## config.mk

```make
export PLATFORM = sky130hd
export DESIGN_NAME = cache_miss_ctrl
export DESIGN_NICKNAME = d
export VERILOG_FILES = /design/src/rtl/cache_pkg.sv /design/src/rtl/sat_counter.sv /design/src/rtl/cache_miss_ctrl.sv
export SDC_FILE = /design/constraint.sdc
export NUM_CORES = 1
export LEC_CHECK = 0
export ABC_AREA = 1
export BUFFER_PORTS_ARGS = -buffer_cell sky130_fd_sc_hd__buf_2
export CORE_ASPECT_RATIO = 1.75
export CORE_MARGIN = 10
export CORE_UTILIZATION = 30
export DETAILED_ROUTE_END_ITERATION = 12
export PLACE_DENSITY = 0.59
export SYNTH_ARGS = -nofsm -noshare
export SYNTH_HDL_FRONTEND = slang
export SYNTH_SLANG_ARGS = --single-unit
```

## constraint.sdc

```tcl
create_clock -name CLK -period 2.12 [get_ports CLK]
set_input_delay 0 -clock CLK [delete_from_list [all_inputs] [get_ports CLK]]
set_output_delay 0 -clock CLK [all_outputs]
set_load 0.02 [all_outputs]
```

## src/rtl/cache_pkg.sv

```systemverilog
// Shared types and constants for the data-cache miss handler.
// Holds the miss FSM state encoding and the word-alignment mask applied to pipeline addresses.
package cache_pkg;

  localparam int DATA_WIDTH_DEF = 32;

  localparam logic [DATA_WIDTH_DEF-1:0] WORD_ALIGN_MASK = ~32'h3;

  typedef enum logic [1:0] {
    IDLE,
    WB,
    REFILL,
    FILL
  } miss_state_t;

endpackage

```

## src/rtl/sat_counter.sv

```systemverilog
// Performance counter that increments by one on inc; one cycle from inc to count update.
// With saturating high it clamps at all-ones, otherwise it wraps; no backpressure.
module sat_counter #(
  parameter int CNT_WIDTH = 16
) (
  input  logic                 CLK,
  input  logic                 RST_N,
  input  logic                 inc,
  input  logic                 saturating,
  output logic [CNT_WIDTH-1:0] count
);

  logic at_max;

  assign at_max = &count;

  always_ff @(posedge CLK) begin
    if (!RST_N) begin
      count <= '0;
    end else if (inc && !(saturating && at_max)) begin
      count <= count + 1'b1;
    end
  end

endmodule

```

## src/rtl/cache_miss_ctrl.sv

```systemverilog
// Miss handler between data cache and memory: victim write-back, then line refill, then cache fill.
// Stall is combinational in the detect cycle; each memory phase waits on MemReady for as long as memory needs.
module cache_miss_ctrl
  import cache_pkg::*;
#(
  parameter int DATA_WIDTH = DATA_WIDTH_DEF,
  parameter int CNT_WIDTH  = 16
) (
  input  logic                  CLK,
  input  logic                  RST_N,
  input  logic                  MemRead,
  input  logic                  MemWrite,
  input  logic [DATA_WIDTH-1:0] A,
  input  logic                  hit,
  input  logic                  WECache,
  input  logic [DATA_WIDTH-1:0] ACache,
  input  logic [DATA_WIDTH-1:0] WDCache,
  output logic                  MemReq,
  output logic                  MemWE,
  output logic [DATA_WIDTH-1:0] MemA,
  output logic [DATA_WIDTH-1:0] MemWD,
  input  logic [DATA_WIDTH-1:0] MemRD,
  input  logic                  MemReady,
  output logic                  RefillWE,
  output logic [DATA_WIDTH-1:0] RefillA,
  output logic [DATA_WIDTH-1:0] RefillData,
  output logic                  Stall,
  output logic [CNT_WIDTH-1:0]  MissCount,
  output logic [CNT_WIDTH-1:0]  WbCount
);

  miss_state_t           state;
  logic                  pend_rd;
  logic [DATA_WIDTH-1:0] miss_addr;
  logic [DATA_WIDTH-1:0] aligned_a;
  logic                  rd_miss;
  logic                  wb_req;
  logic                  wb_done;
  logic                  store_only;

  // Detection only counts in IDLE; in other states the cache status refers to a frozen access.
  assign rd_miss    = (state == IDLE) & MemRead & ~hit;
  assign wb_req     = (state == IDLE) & WECache;
  assign aligned_a  = A & DATA_WIDTH'(WORD_ALIGN_MASK);
  assign wb_done    = (state == WB) & MemReady;
  assign Stall      = (state != IDLE) | rd_miss | wb_req;
  // Stores that hit or evict nothing are handled entirely inside the cache.
  assign store_only = MemWrite & ~WECache;

  always_ff @(posedge CLK) begin
    if (!RST_N) begin
      state      <= IDLE;
      pend_rd    <= 1'b0;
      miss_addr  <= '0;
      MemReq     <= 1'b0;
      MemWE      <= 1'b0;
      MemA       <= '0;
      MemWD      <= '0;
      RefillWE   <= 1'b0;
      RefillA    <= '0;
      RefillData <= '0;
    end else begin
      case (state)
        IDLE: begin
          if (rd_miss || wb_req) begin
            miss_addr <= aligned_a;
            pend_rd   <= rd_miss;
          end
          if (wb_req) begin
            state  <= WB;
            MemReq <= 1'b1;
            MemWE  <= 1'b1;
            MemA   <= ACache;
            MemWD  <= WDCache;
          end else if (rd_miss && !store_only) begin
            state  <= REFILL;
            MemReq <= 1'b1;
            MemWE  <= 1'b0;
            MemA   <= aligned_a;
          end
        end
        WB: begin
          if (MemReady) begin
            if (pend_rd) begin
              state <= REFILL;
              MemWE <= 1'b0;
              MemA  <= miss_addr;
            end else begin
              state  <= IDLE;
              MemReq <= 1'b0;
              MemWE  <= 1'b0;
            end
          end
        end
        REFILL: begin
          if (MemReady) begin
            state      <= FILL;
            MemReq     <= 1'b0;
            RefillWE   <= 1'b1;
            RefillA    <= miss_addr;
            RefillData <= MemRD;
          end
        end
        FILL: begin
          state    <= IDLE;
          RefillWE <= 1'b0;
          pend_rd  <= 1'b0;
        end
        default: begin
          state  <= IDLE;
          MemReq <= 1'b0;
          MemWE  <= 1'b0;
        end
      endcase
    end
  end

  sat_counter #(.CNT_WIDTH(CNT_WIDTH)) u_miss_cnt (
    .CLK        (CLK),
    .RST_N      (RST_N),
    .inc        (rd_miss),
    .saturating (1'b1),
    .count      (MissCount)
  );

  sat_counter #(.CNT_WIDTH(CNT_WIDTH)) u_wb_cnt (
    .CLK        (CLK),
    .RST_N      (RST_N),
    .inc        (wb_done),
    .saturating (1'b1),
    .count      (WbCount)
  );

endmodule

```

==> impl_results.md <==
- Layout area overhead: 44.0%
- CP Max Fanout: 62
- Area leader, netlist: dfxtp_1
- Design Area, Final: 12100 um2
- Max_cap viols: 0
- Die ar.: 35400 um2
- Setup bufs post-CTS: 0
- Max clock buf depth: 2
- Fin crit period: 1860 ps
- Clock latency on the worst-skew pair: 450 ps
- Max VDD drop: 0.704 mV
- Power, Total: 13.7 mW
- Critical path class: reg -> reg
- Endpoints failing hold: 0
- Buffers & Inverters on Critical Path: 2
- Global-route wire length before repair: 47300 um
- Fmax: 536 MHz
- Row count: 81
- Top cells by area, synth: dfxtp_1 (46%), nor2_1 (14%), o21ai_0 (11%)
- Clock tree sinks: 194
- Post-synthesis async set-or-reset flop share: 0
- Mapped Area: 8410 um2
- Avg Cell Area, Syn: 6.80 um2
- Sequential area share after synthesis: 0.462
- Reg clk slew, reported paths: 70 ps
- Slew @ Worst Pin: 544 ps
- P_sw: 5.48 mW
- Final HPWL DP: 21100 um
- CP max stage delay: 350 ps
- Finish-stage setup viols: 0
- Startpoint types: flip-flop
- Die Span Y: 242 um
- Worst hold slack: 24.3 ps
- TritonCTS Buffers: 17
- Cts repair resizes: 0
- Clk network pwr share: 0.243
- CTS tree: yes
- DRC Markers: 0
- Critical-path top delay cell: dfxtp_1
- Crit. End Element: flip-flop
- Placed cell area: 10300 um2
- Sw Ratio: 0.401
- Largest net degree at the start of global routing: 93
- Internal power: 8.18 mW
- Root Driver: clkbuf_16
- Synth unique cells: 26
- Util after Layout: 0.436
- Most frequent cell after synthesis: nor2_1
- Worst EP arrival: 2210 ps
- Final ANT Viol Nets: 0
- Drt wl/cell: 14.9 um
- Top cells by count, synth: nor2_1 (314), nand2_1 (244), dfxtp_1 (194)
- Seq cells post-synth: 194
- Status: completed
- Slew Viols, Final: 0
- Starting DRT DRC Count: 364
- RePlAce Congestion: 0.848
- Top cell type's share of synthesized area: 0.462
- Top delay family on crit path: simple AND/OR/NAND/NOR gates
- Top FF cell, synth: dfxtp_1
- Core area: 27800 um2
- Initial Utilization: 0.303
- Period utilization: 0.880
- Global Route Usage Sum: 0.166
- Layout cells sized above 1: 0.220
- Comb pwr share: 0.389
- Layout Nets: 1765
- Ys Warns: 0
- Vias/cell: 4.47
- # port buffers: 294
- Pwr Density: 1130 nW/um2
- Min-delay worst type: in -> reg
- Post-Route Setup TNS: 0 ps
- Remaining Overflow, GRT: 0
- Cell Chain, Critical Path: inv_1 -> ha_1 -> nand2_1 -> nor2_4 -> nand2_1 -> nand2_2 -> nand3_4 -> buf_12 -> nor2_1 -> nor2_1
- LEAKAGE: 5.70 nW
- Total Wirelength: 30000 um
- Synth Instances: 1236
- Fin Clk Skew: 7.58 ps
- Reg power frac: 0.368
- Post-synth EDFFs: 0
- Io pins: 299
- CP required: 2460 ps
- Vias in the first global route: 8732
- Drt first pass iters: 8
- Via count: 8988
- Die Width: 147 um
- RSZ-0062 raised after global routing: no
- Slew HR: 0.637
- H-tree depth: 4
- Initial antenna violation count: 2
path summary, 6_finish.rpt:
check        startpoint  endpoint  slack [ps]  cells past startpoint
min reg2reg     MemA[0]   MemA[0]         460                      2
max            state[0]  MemA[25]         260                     10
min          ACache[26]  MemA[26]          20                      5
max reg2reg    state[0]  MemA[25]         260                     10
tightest hold or removal path, cell delays in order:
cell and delay (ps):
buf_2 70, o21ai_0 70, o21ai_0 170, nor2_1 40, nor2_1 80
metal layers:
layer,vias up,part of all wire,routed length [um],global-route usage
li1,4657,-,-,-
met1,4026,0.39,11800,0.175
met5,-,0.00043,13,0
met3,60,0.053,1580,0.0424
met4,2,0.040,1190,0.0836
met2,243,0.52,15500,0.297
power groups by stage:
stage	Sequential (mW)	Clock, mW	Combinational, mW
after floorplan	5.86	0	2.61
after global placement	5.07	0	5.13
after detailed placement	5.10	0	5.19
after CTS	5.02	3.45	5.39
after global routing	5.14	3.56	5.91
final	5.03	3.33	5.31
what timing repair did:
item                                    CTS  global route
hold buffers                            122             0
endpoints found under the hold margin   125             0
endpoints found under the setup margin    0             0
registers in the layout (all words and copies together) (netlist names):
name,count
MemA,32
MemWD,32
RefillData,32
RefillA,30
miss_addr,30
u_miss_cnt.count,16
u_wb_cnt.count,16
state,2
MemReq,1
MemWE,1
RefillWE,1
pend_rd,1
layout by cell type (no fill, tap or decap), drive strengths merged:
cell type / netlist / layout
nand4: 12 / 12
dlygate4sd3: 0 / 122
nor2: 318 / 318
ha: 8 / 8
diode: 0 / 2
clkinvlp: 0 / 2
nand3: 22 / 22
clkinv: 1 / 4
inv: 96 / 99
xor2: 6 / 6
o21ai: 192 / 192
a21oi: 59 / 59
nand2: 246 / 246
conb: 1 / 2
dfxtp: 194 / 194
clkbuf: 46 / 21
nand3b: 1 / 1
bufinv: 0 / 2
xnor2: 6 / 6
a31oi: 2 / 2
buf: 26 / 316
final cells by class:
type	instances	area (um2)
Clock inverter	10	124
Timing Repair Buffer	438	2960
Antenna cell	2	5.00
Tap cell	373	467
Sequential cell	194	3880
Fill cell	2870	15700
Multi-Input combinational cell	874	3840
Clock buffer	21	470
Inverter	97	364
kinds of logic (layout without fill, tap and decap cells):
logic type	count (synthesis)	after routing	share of synthesized area
fa+ha+maj	8	8	0.0119
xor+xnor	12	12	0.0125
other cells	1	4	0.000446
simple gates	599	599	0.279
compound gates	253	253	0.151
flops	194	194	0.462
buf+inv	169	566	0.0830
stage by stage:
stage	cells	worst slack, ps
after detailed placement	1854	288
after global placement	1854	336
after global routing	2008	86.5
after CTS	2007	262
final	2009	255
after floorplan	1237	472
Note: power is estimated with default switching activity, not from simulation.
